[src/rtl/hazard_ctrl_if.sv]
// Pipeline hazard control bundle: ID-stage operand info, EX redirect, MEM handshake
// in, stall/flush/freeze controls and tracked destination registers out.
interface hazard_ctrl_if;
    logic        id_valid;
    logic [4:0]  id_rs1;
    logic [4:0]  id_rs2;
    logic [4:0]  id_store_reg;
    logic        id_use_rs1;
    logic        id_use_rs2;
    logic        id_use_store;
    logic [4:0]  id_rd;
    logic        id_reg_write;
    logic        id_is_load;
    logic        ex_branch_taken;
    logic        mem_req;
    logic        mem_ack;
    logic        stall_pc;
    logic        stall_ifid;
    logic        bubble_idex;
    logic        flush_ifid;
    logic        freeze;
    logic [4:0]  ex_rd;
    logic        ex_is_load;
    logic [4:0]  mem_rd;
    logic        mem_wait;
    logic [15:0] stall_count;

    modport master (
        output id_valid, id_rs1, id_rs2, id_store_reg,
        output id_use_rs1, id_use_rs2, id_use_store,
        output id_rd, id_reg_write, id_is_load,
        output ex_branch_taken, mem_req, mem_ack,
        input  stall_pc, stall_ifid, bubble_idex, flush_ifid, freeze,
        input  ex_rd, ex_is_load, mem_rd, mem_wait, stall_count
    );

    modport slave (
        input  id_valid, id_rs1, id_rs2, id_store_reg,
        input  id_use_rs1, id_use_rs2, id_use_store,
        input  id_rd, id_reg_write, id_is_load,
        input  ex_branch_taken, mem_req, mem_ack,
        output stall_pc, stall_ifid, bubble_idex, flush_ifid, freeze,
        output ex_rd, ex_is_load, mem_rd, mem_wait, stall_count
    );
endinterface

[src/rtl/hazard_ctrl.sv]
// Hazard controller: memory freeze > branch flush > load-use stall, plus EX/MEM
// destination tracking, a RUN/WAIT memory FSM and a saturating load-use counter.
module hazard_ctrl (
    input  logic         clk,
    input  logic         rst_n,
    hazard_ctrl_if.slave hif
);
    localparam logic [0:0] ST_RUN  = 1'b0;
    localparam logic [0:0] ST_WAIT = 1'b1;

    logic [0:0]  state_q, state_d;
    logic [4:0]  ex_rd_q, ex_rd_d;
    logic        ex_is_load_q, ex_is_load_d;
    logic [4:0]  mem_rd_q, mem_rd_d;
    logic [15:0] stall_count_q, stall_count_d;

    logic hold, lu, id_writes;
    logic stall_pc, stall_ifid, bubble_idex, flush_ifid, freeze;

    always_comb begin
        hold = hif.mem_req & ~hif.mem_ack;
        lu = hif.id_valid & ex_is_load_q & (ex_rd_q != 5'd0) &
             ((hif.id_use_rs1   & (hif.id_rs1       == ex_rd_q)) |
              (hif.id_use_rs2   & (hif.id_rs2       == ex_rd_q)) |
              (hif.id_use_store & (hif.id_store_reg == ex_rd_q)));
        id_writes = hif.id_valid & hif.id_reg_write & (hif.id_rd != 5'd0);
    end

    always_comb begin
        stall_pc    = 1'b0;
        stall_ifid  = 1'b0;
        bubble_idex = 1'b0;
        flush_ifid  = 1'b0;
        freeze      = 1'b0;
        if (hold) begin
            freeze     = 1'b1;
            stall_pc   = 1'b1;
            stall_ifid = 1'b1;
        end else if (hif.ex_branch_taken) begin
            flush_ifid  = 1'b1;
            bubble_idex = 1'b1;
        end else if (lu) begin
            stall_pc    = 1'b1;
            stall_ifid  = 1'b1;
            bubble_idex = 1'b1;
        end
    end

    always_comb begin
        ex_rd_d       = ex_rd_q;
        ex_is_load_d  = ex_is_load_q;
        mem_rd_d      = mem_rd_q;
        stall_count_d = stall_count_q;
        state_d       = state_q;

        if (!freeze) begin
            mem_rd_d = ex_rd_q;
            if (bubble_idex || !id_writes) begin
                ex_rd_d      = 5'd0;
                ex_is_load_d = 1'b0;
            end else begin
                ex_rd_d      = hif.id_rd;
                ex_is_load_d = hif.id_is_load & hif.id_valid;
            end
        end

        if (lu && !hold && !hif.ex_branch_taken && (stall_count_q != 16'hFFFF))
            stall_count_d = stall_count_q + 16'd1;

        // A dropped request leaves WAIT without an ack (abort).
        case (state_q)
            ST_RUN:  if (hold) state_d = ST_WAIT;
            ST_WAIT: if (hif.mem_ack || !hif.mem_req) state_d = ST_RUN;
            default: state_d = ST_RUN;
        endcase
    end

    always_ff @(posedge clk) begin
        if (!rst_n) begin
            state_q       <= ST_RUN;
            ex_rd_q       <= '0;
            ex_is_load_q  <= 1'b0;
            mem_rd_q      <= '0;
            stall_count_q <= '0;
        end else begin
            state_q       <= state_d;
            ex_rd_q       <= ex_rd_d;
            ex_is_load_q  <= ex_is_load_d;
            mem_rd_q      <= mem_rd_d;
            stall_count_q <= stall_count_d;
        end
    end

    assign hif.stall_pc    = stall_pc;
    assign hif.stall_ifid  = stall_ifid;
    assign hif.bubble_idex = bubble_idex;
    assign hif.flush_ifid  = flush_ifid;
    assign hif.freeze      = freeze;
    assign hif.ex_rd       = ex_rd_q;
    assign hif.ex_is_load  = ex_is_load_q;
    assign hif.mem_rd      = mem_rd_q;
    assign hif.mem_wait    = (state_q == ST_WAIT);
    assign hif.stall_count = stall_count_q;
endmodule

[src/flat_wrapper.sv]
// flat-port wrapper written by rule: the top's interface ports become plain ports
module hazard_ctrl_flat 
  (clk, rst_n, hif_id_valid, hif_id_rs1, hif_id_rs2, hif_id_store_reg, hif_id_use_rs1, hif_id_use_rs2, hif_id_use_store, hif_id_rd, hif_id_reg_write, hif_id_is_load, hif_ex_branch_taken, hif_mem_req, hif_mem_ack, hif_stall_pc, hif_stall_ifid, hif_bubble_idex, hif_flush_ifid, hif_freeze, hif_ex_rd, hif_ex_is_load, hif_mem_rd, hif_mem_wait, hif_stall_count);
  hazard_ctrl_if hif_i ();
  input  logic clk;
  input  logic rst_n;
  input wire logic [$bits(hif_i.id_valid)-1:0] hif_id_valid;
  input wire logic [$bits(hif_i.id_rs1)-1:0] hif_id_rs1;
  input wire logic [$bits(hif_i.id_rs2)-1:0] hif_id_rs2;
  input wire logic [$bits(hif_i.id_store_reg)-1:0] hif_id_store_reg;
  input wire logic [$bits(hif_i.id_use_rs1)-1:0] hif_id_use_rs1;
  input wire logic [$bits(hif_i.id_use_rs2)-1:0] hif_id_use_rs2;
  input wire logic [$bits(hif_i.id_use_store)-1:0] hif_id_use_store;
  input wire logic [$bits(hif_i.id_rd)-1:0] hif_id_rd;
  input wire logic [$bits(hif_i.id_reg_write)-1:0] hif_id_reg_write;
  input wire logic [$bits(hif_i.id_is_load)-1:0] hif_id_is_load;
  input wire logic [$bits(hif_i.ex_branch_taken)-1:0] hif_ex_branch_taken;
  input wire logic [$bits(hif_i.mem_req)-1:0] hif_mem_req;
  input wire logic [$bits(hif_i.mem_ack)-1:0] hif_mem_ack;
  output wire logic [$bits(hif_i.stall_pc)-1:0] hif_stall_pc;
  output wire logic [$bits(hif_i.stall_ifid)-1:0] hif_stall_ifid;
  output wire logic [$bits(hif_i.bubble_idex)-1:0] hif_bubble_idex;
  output wire logic [$bits(hif_i.flush_ifid)-1:0] hif_flush_ifid;
  output wire logic [$bits(hif_i.freeze)-1:0] hif_freeze;
  output wire logic [$bits(hif_i.ex_rd)-1:0] hif_ex_rd;
  output wire logic [$bits(hif_i.ex_is_load)-1:0] hif_ex_is_load;
  output wire logic [$bits(hif_i.mem_rd)-1:0] hif_mem_rd;
  output wire logic [$bits(hif_i.mem_wait)-1:0] hif_mem_wait;
  output wire logic [$bits(hif_i.stall_count)-1:0] hif_stall_count;
  assign hif_i.id_valid = hif_id_valid;
  assign hif_i.id_rs1 = hif_id_rs1;
  assign hif_i.id_rs2 = hif_id_rs2;
  assign hif_i.id_store_reg = hif_id_store_reg;
  assign hif_i.id_use_rs1 = hif_id_use_rs1;
  assign hif_i.id_use_rs2 = hif_id_use_rs2;
  assign hif_i.id_use_store = hif_id_use_store;
  assign hif_i.id_rd = hif_id_rd;
  assign hif_i.id_reg_write = hif_id_reg_write;
  assign hif_i.id_is_load = hif_id_is_load;
  assign hif_i.ex_branch_taken = hif_ex_branch_taken;
  assign hif_i.mem_req = hif_mem_req;
  assign hif_i.mem_ack = hif_mem_ack;
  assign hif_stall_pc = hif_i.stall_pc;
  assign hif_stall_ifid = hif_i.stall_ifid;
  assign hif_bubble_idex = hif_i.bubble_idex;
  assign hif_flush_ifid = hif_i.flush_ifid;
  assign hif_freeze = hif_i.freeze;
  assign hif_ex_rd = hif_i.ex_rd;
  assign hif_ex_is_load = hif_i.ex_is_load;
  assign hif_mem_rd = hif_i.mem_rd;
  assign hif_mem_wait = hif_i.mem_wait;
  assign hif_stall_count = hif_i.stall_count;
  hazard_ctrl u_core (.clk(clk), .rst_n(rst_n), .hif(hif_i));
endmodule
[config.mk]
export PLATFORM = sky130hd
export DESIGN_NAME = hazard_ctrl_flat
export DESIGN_NICKNAME = d
export VERILOG_FILES = /design/src/rtl/hazard_ctrl_if.sv /design/src/rtl/hazard_ctrl.sv /design/src/flat_wrapper.sv
export SDC_FILE = /design/constraint.sdc
export NUM_CORES = 1
export LEC_CHECK = 0
export CORE_ASPECT_RATIO = 1.25
export CORE_MARGIN = 3
export CORE_UTILIZATION = 45
export DETAILED_ROUTE_END_ITERATION = 10
export PLACE_DENSITY_LB_ADDON = 0.05
export SLEW_MARGIN = 10
export SYNTH_ARGS = -nofsm -noshare
export SYNTH_HDL_FRONTEND = slang
export SYNTH_SLANG_ARGS = --single-unit
[constraint.sdc]
create_clock -name clk -period 7.44 [get_ports clk]
set_input_delay 2.232 -clock clk [delete_from_list [all_inputs] [get_ports clk]]
set_output_delay 2.232 -clock clk [all_outputs]
set_load 0.01 [all_outputs]
# == Word-level counts from Yosys, hierarchy flattened ==
# Index checks and enable logic that the tools add are counted.
# word_totals
elab_cells,47
output_inout_bits,33
regBits,28
# op_classes
n_reduce_logical,11
eq_ne,4
bitwise,14
n_addsub,1
muxes,12
# op_table
operator,count
adder 16 x 1 -> 16 bit (second input constant),1
inequality test 16 bit (second input constant),1
equality test 5 bit,3
AND 1 bit,10
two-way mux 1 bit,10
nonzero test 5 bit,2
two-way mux 5 bit,1
logical NOT 1 bit,4
logical AND 1 bit,3
logical OR 1 bit,2
inverter 1 bit,2
bitwise OR 1 bit,2
one-hot mux 1 bit (2 select lines),1

# == Longest topological paths before layout ==
# depth
word_depth,10
mapped_depth,9
ltp_nobuf,7

# == Worst setup path after synthesis ==
# No wires, ideal clock.
# synth_timing
kind,input to output
from,input hif_id_store_reg[3]
to,output hif_stall_pc
path_stages,6
path_buffers,1
slack_ps,1676
arrival_time_ps,3532
t_required_ps,5208
cell_sequence,xor2_1 > nor4_1 > and3_1 > nor3_1 > o31ai_1 > buf_4
# synth_via
elab_chain_cells,7
# synth_rtl
item,line,text
from (decl),flat_wrapper.sv:10,input wire logic [$bits(hif_i.id_store_reg)-1:0] hif_id_store_reg;
equality test 5 bit,hazard_ctrl.sv:25,(hif.id_use_store & (hif.id_store_reg == ex_rd_q)));
AND 1 bit,hazard_ctrl.sv:25,
bitwise OR 1 bit,hazard_ctrl.sv:24,(hif.id_use_rs2 & (hif.id_rs2 == ex_rd_q)) |
AND 1 bit,hazard_ctrl.sv:22,lu = hif.id_valid & ex_is_load_q & (ex_rd_q != 5'd0) &
two-way mux 1 bit (3 in a row),--,
to (decl),flat_wrapper.sv:20,output wire logic [$bits(hif_i.stall_pc)-1:0] hif_stall_pc;
# No other way between the ends.

# == Worst setup path after layout ==
# layout_timing
from,input hif_id_rs1[0]
to,output hif_stall_ifid
# layout_via
elab_chain_cells,8
# layout_rtl
item,line,text
from (decl),flat_wrapper.sv:8,input wire logic [$bits(hif_i.id_rs1)-1:0] hif_id_rs1;
equality test 5 bit,hazard_ctrl.sv:23,((hif.id_use_rs1 & (hif.id_rs1 == ex_rd_q)) |
AND 1 bit,hazard_ctrl.sv:23,
bitwise OR 1 bit,hazard_ctrl.sv:23,
bitwise OR 1 bit,hazard_ctrl.sv:24,
AND 1 bit,hazard_ctrl.sv:22,
two-way mux 1 bit,hazard_ctrl.sv:42,end else if (lu) begin
two-way mux 1 bit,hazard_ctrl.sv:39,end else if (hif.ex_branch_taken) begin
two-way mux 1 bit,hazard_ctrl.sv:35,if (hold) begin
to (decl),flat_wrapper.sv:21,output wire logic [$bits(hif_i.stall_ifid)-1:0] hif_stall_ifid;
# No other way between the ends.

==> out/metrics.json <==
{
  "worst_setup_path": {
    "critPathMostFrequentCell": "clkdlybuf4s50_1",
    "worstPathArrival_ns": 4.37,
    "crit_fanout": 4,
    "start_kind": "primary input",
    "worst-setup-path-type": "primary input to primary output",
    "worst_path_largest_cell_delay_ns": 0.61,
    "ff_to_ff_start": "u_core.hif.ex_rd[0]",
    "cp_num_buf_inv": 2,
    "worstPathRequired_ns": 5.21,
    "critPathTopFamily": "buffers and inverters",
    "setup.worst_path.start": "hif_id_rs1[0]",
    "worstPathCellList": "clkdlybuf4s50_1 > xor2_1 > nor4_1 > and3_2 > nor3_1 > o31ai_1 > clkdlybuf4s50_1",
    "crit_path_top_delay_cell": "clkdlybuf4s50_1",
    "timing.critical_path.to_type": "primary output"
  },
  "global_route": {
    "antenna_found_initial": 0,
    "track_usage_pct": 19.2,
    "grt_most_used_layer": "met2",
    "grt_first_pass_wirelength_um": 6330,
    "grt_max_degree": 24,
    "global_route_track_usage_on_met1_pct": 23.4,
    "globalRouteMet2Util_pct": 33.0,
    "grt_overflow": 0,
    "first_global_vias": 1480,
    "grt_util_met3_pct": 2.92
  },
  "sta": {
    "timing.final.hold_violations": 0,
    "maximum_achievable_frequency_ghz": 0.151,
    "worst_pin_slew_ns": 0.759,
    "final-setup-viol-count": 0,
    "setup_repair_after_global_routing_missed_its_margin": "no",
    "final.setup_skew_ns": 0.00397,
    "finalWorstPathRequiredPeriod_ns": 6.60,
    "fin_crit_sh_pct": 88.8,
    "final_critical_path_setup_slack_ns": 0.835,
    "finalMaxSlewViolations": 0,
    "totalNegativeSetupSlack_ns": 0,
    "maxSlewHeadroom_pct": 48.8
  },
  "synth": {
    "post_synth_and_or_nand_nor_area_fraction_pct": 23.0,
    "synth_compound_area_share_pct": 21.8,
    "yosysSeqAreaShare_pct": 36.6,
    "synth_mux_area_share_pct": 0.654,
    "ys_types": 42,
    "synthesized_area_fraction_occupied_by_adder_cells_pct": 0.818,
    "synth_cells": 177,
    "ys_async_sr_fraction_pct": 0,
    "yosys_register_bits": 28,
    "synth_xor_area_share_pct": 9.16,
    "synthesis.area_um2": 1530,
    "number_of_flops_mapped_to_enable_cells_by_yosys": 0,
    "synth.yosys.warnings": 0,
    "syn_area_per_cell_um2": 8.65,
    "combinational_family_with_the_most_area_after_synthesis": "simple AND/OR/NAND/NOR gates",
    "synthFlopType": "dfxtp_1",
    "synth.net_count": 209
  },
  "layout": {
    "fill_cells": 281,
    "final-seq-area_um2": 561,
    "nNetsFinal": 266,
    "final_common_cell": "clkdlybuf4s50_1",
    "layout-drive-gt1-share_pct": 4.72,
    "multiInputGateArea_um2": 848,
    "most_frequent_cells_in_the_layout": "63 x clkdlybuf4s50_1, 28 x dfxtp_1, 18 x nand2_1, 15 x a21oi_1, 13 x xor2_1",
    "finish.instance_area_um2": 2170,
    "antenna-diode-count": 0,
    "syn2layout_area_growth_pct": 42.1
  },
  "floorplan": {
    "die_w_um": 58.2,
    "floorplan.initialDensity_pct": 47.5,
    "core-area_um2": 3220,
    "die_area_um2": 4140,
    "die_h_um": 71.2,
    "rows": 23,
    "top_level_ports": 64
  },
  "route": {
    "route.detailed.drc": 0,
    "vias_per_cell": 5.53,
    "first_pass_iters": 4,
    "drt-total-wl_um": 3880,
    "drt_first_iter_violations": 41,
    "via_count": 1493,
    "detail-route-antenna-nets": 0,
    "post_drt_wl_per_cell_um": 14.4
  },
  "status": {
    "status": "finished, final reports clean"
  },
  "cts": {
    "ctsRootBufferMaster": "clkbuf_8",
    "cts.path.max_buffers": 2,
    "postCtsHoldBufs": 0,
    "post_cts.repair.setup_buffers": 0,
    "cts_made_buffers": 3,
    "clock_sink_count": 28,
    "cts_tree": "done",
    "clock_insertion_delay_worst_skew_ns": 0.27,
    "post_cts.resized_instances": 0,
    "clkSlewWorstSetupHoldPaths_ns": 0.09,
    "htree_num_levels": 1
  },
  "pwr": {
    "peakVddDrop_v": 0.0000787,
    "pwr_density_cell_nw_per_um2": 128,
    "static-leakage-power_nw": 0.758
  },
  "place": {
    "io_buffer_count": 63,
    "postPlaceCellArea_um2": 2120,
    "place.gp.congestion": 0.836,
    "hpwlAfterDp_um": 3090,
    "preCtsSetupSlack_ns": 0.853
  },
  "hold_path": {
    "min-delay-start": "u_core.hif.mem_rd[0]",
    "hold_path_class": "register to register"
  },
  "job": {
    "max-cap-violations": 0
  }
}
[per-layer routing]
metal,vias to the layer above,routed length (um)
met5,-,0
met4,0,46
met3,6,156
met2,43,2000
met1,690,1680
li1,754,-
[state kept, by name, indices dropped and copies added, names as in the netlist]
| signal | flops |
|---|---|
| u_core.hif.stall_count | 16 |
| u_core.hif.ex_rd | 5 |
| u_core.hif.mem_rd | 5 |
| u_core.hif.ex_is_load | 1 |
| u_core.hif.mem_wait | 1 |
[final timing paths]
kind	slack, ns	endpoint	cells after the start
max	0.84	hif_stall_ifid	7
min reg2reg	0.47	u_core.hif.mem_rd[0]	2
min	0.47	u_core.hif.mem_rd[0]	2
max reg2reg	5.19	u_core.hif.stall_count[11]	7
[cell usage after synthesis, types with 2 or more instances]
cell,n,area [um2]
nand2_1,18,67.6
and2_1,2,12.5
nor2_1,6,22.5
a22o_1,6,52.6
nor4_1,6,37.5
nand3_1,7,35.0
inv_1,6,22.5
o31ai_1,7,52.6
o21ai_0,4,20.0
nor3_1,3,15.0
o21a_1,4,30.0
xor2_1,13,114
and3_2,2,15.0
o31a_1,2,17.5
nand2b_1,2,12.5
o21ai_1,3,15.0
buf_6,6,67.6
or3_1,6,37.5
a21oi_1,15,75.1
dfxtp_1,28,561
xnor2_1,3,26.3
clkbuf_1,4,15.0
or4_1,5,37.5
[tightest hold or removal path: stages (launching register included)]
cell     delay (ns)
dfxtp_1        0.32
nand2_1        0.05
a21oi_1        0.05
[report_power, final]
group	switching (W)	internal (W)	total [W]
clock network	0.0000430	0.0000473	0.0000903
logic	0.0000131	0.0000230	0.0000361
registers	0.00000164	0.000151	0.000152
[cell type report]
cell class                 instances  area share, %
multi-input combinational        130           39.0
clock buffer                       4           2.53
sequential                        28           25.8
timing repair buffer              64           29.3
inverter                           7           1.21
tap                               37           2.13
[cell families (layout without fill, tap and decap cells)]
group                    after synthesis  after routing
AND/OR/NAND/NOR                       64             64
AO/OA/AOI/OAI                         48             48
flip-flops                            28             28
buffers and inverters                 19             75
XOR/XNOR                              16             16
adder cells (fa/ha/maj)                1              1
multiplexers                           1              1
[stage by stage]
stage	hold slack [ns]	util (%)	instances	power (W)
finish	0.466	67.5	270	0.000279
global placement	0.442	65.8	266	0.000192
CTS	0.469	67.5	270	0.000283
floorplan	0.476	-	177	0.000169
detailed placement	0.451	65.8	266	0.000192
global route	0.496	67.5	270	0.000291
No activity file was read; power rests on OpenSTA's default activity.
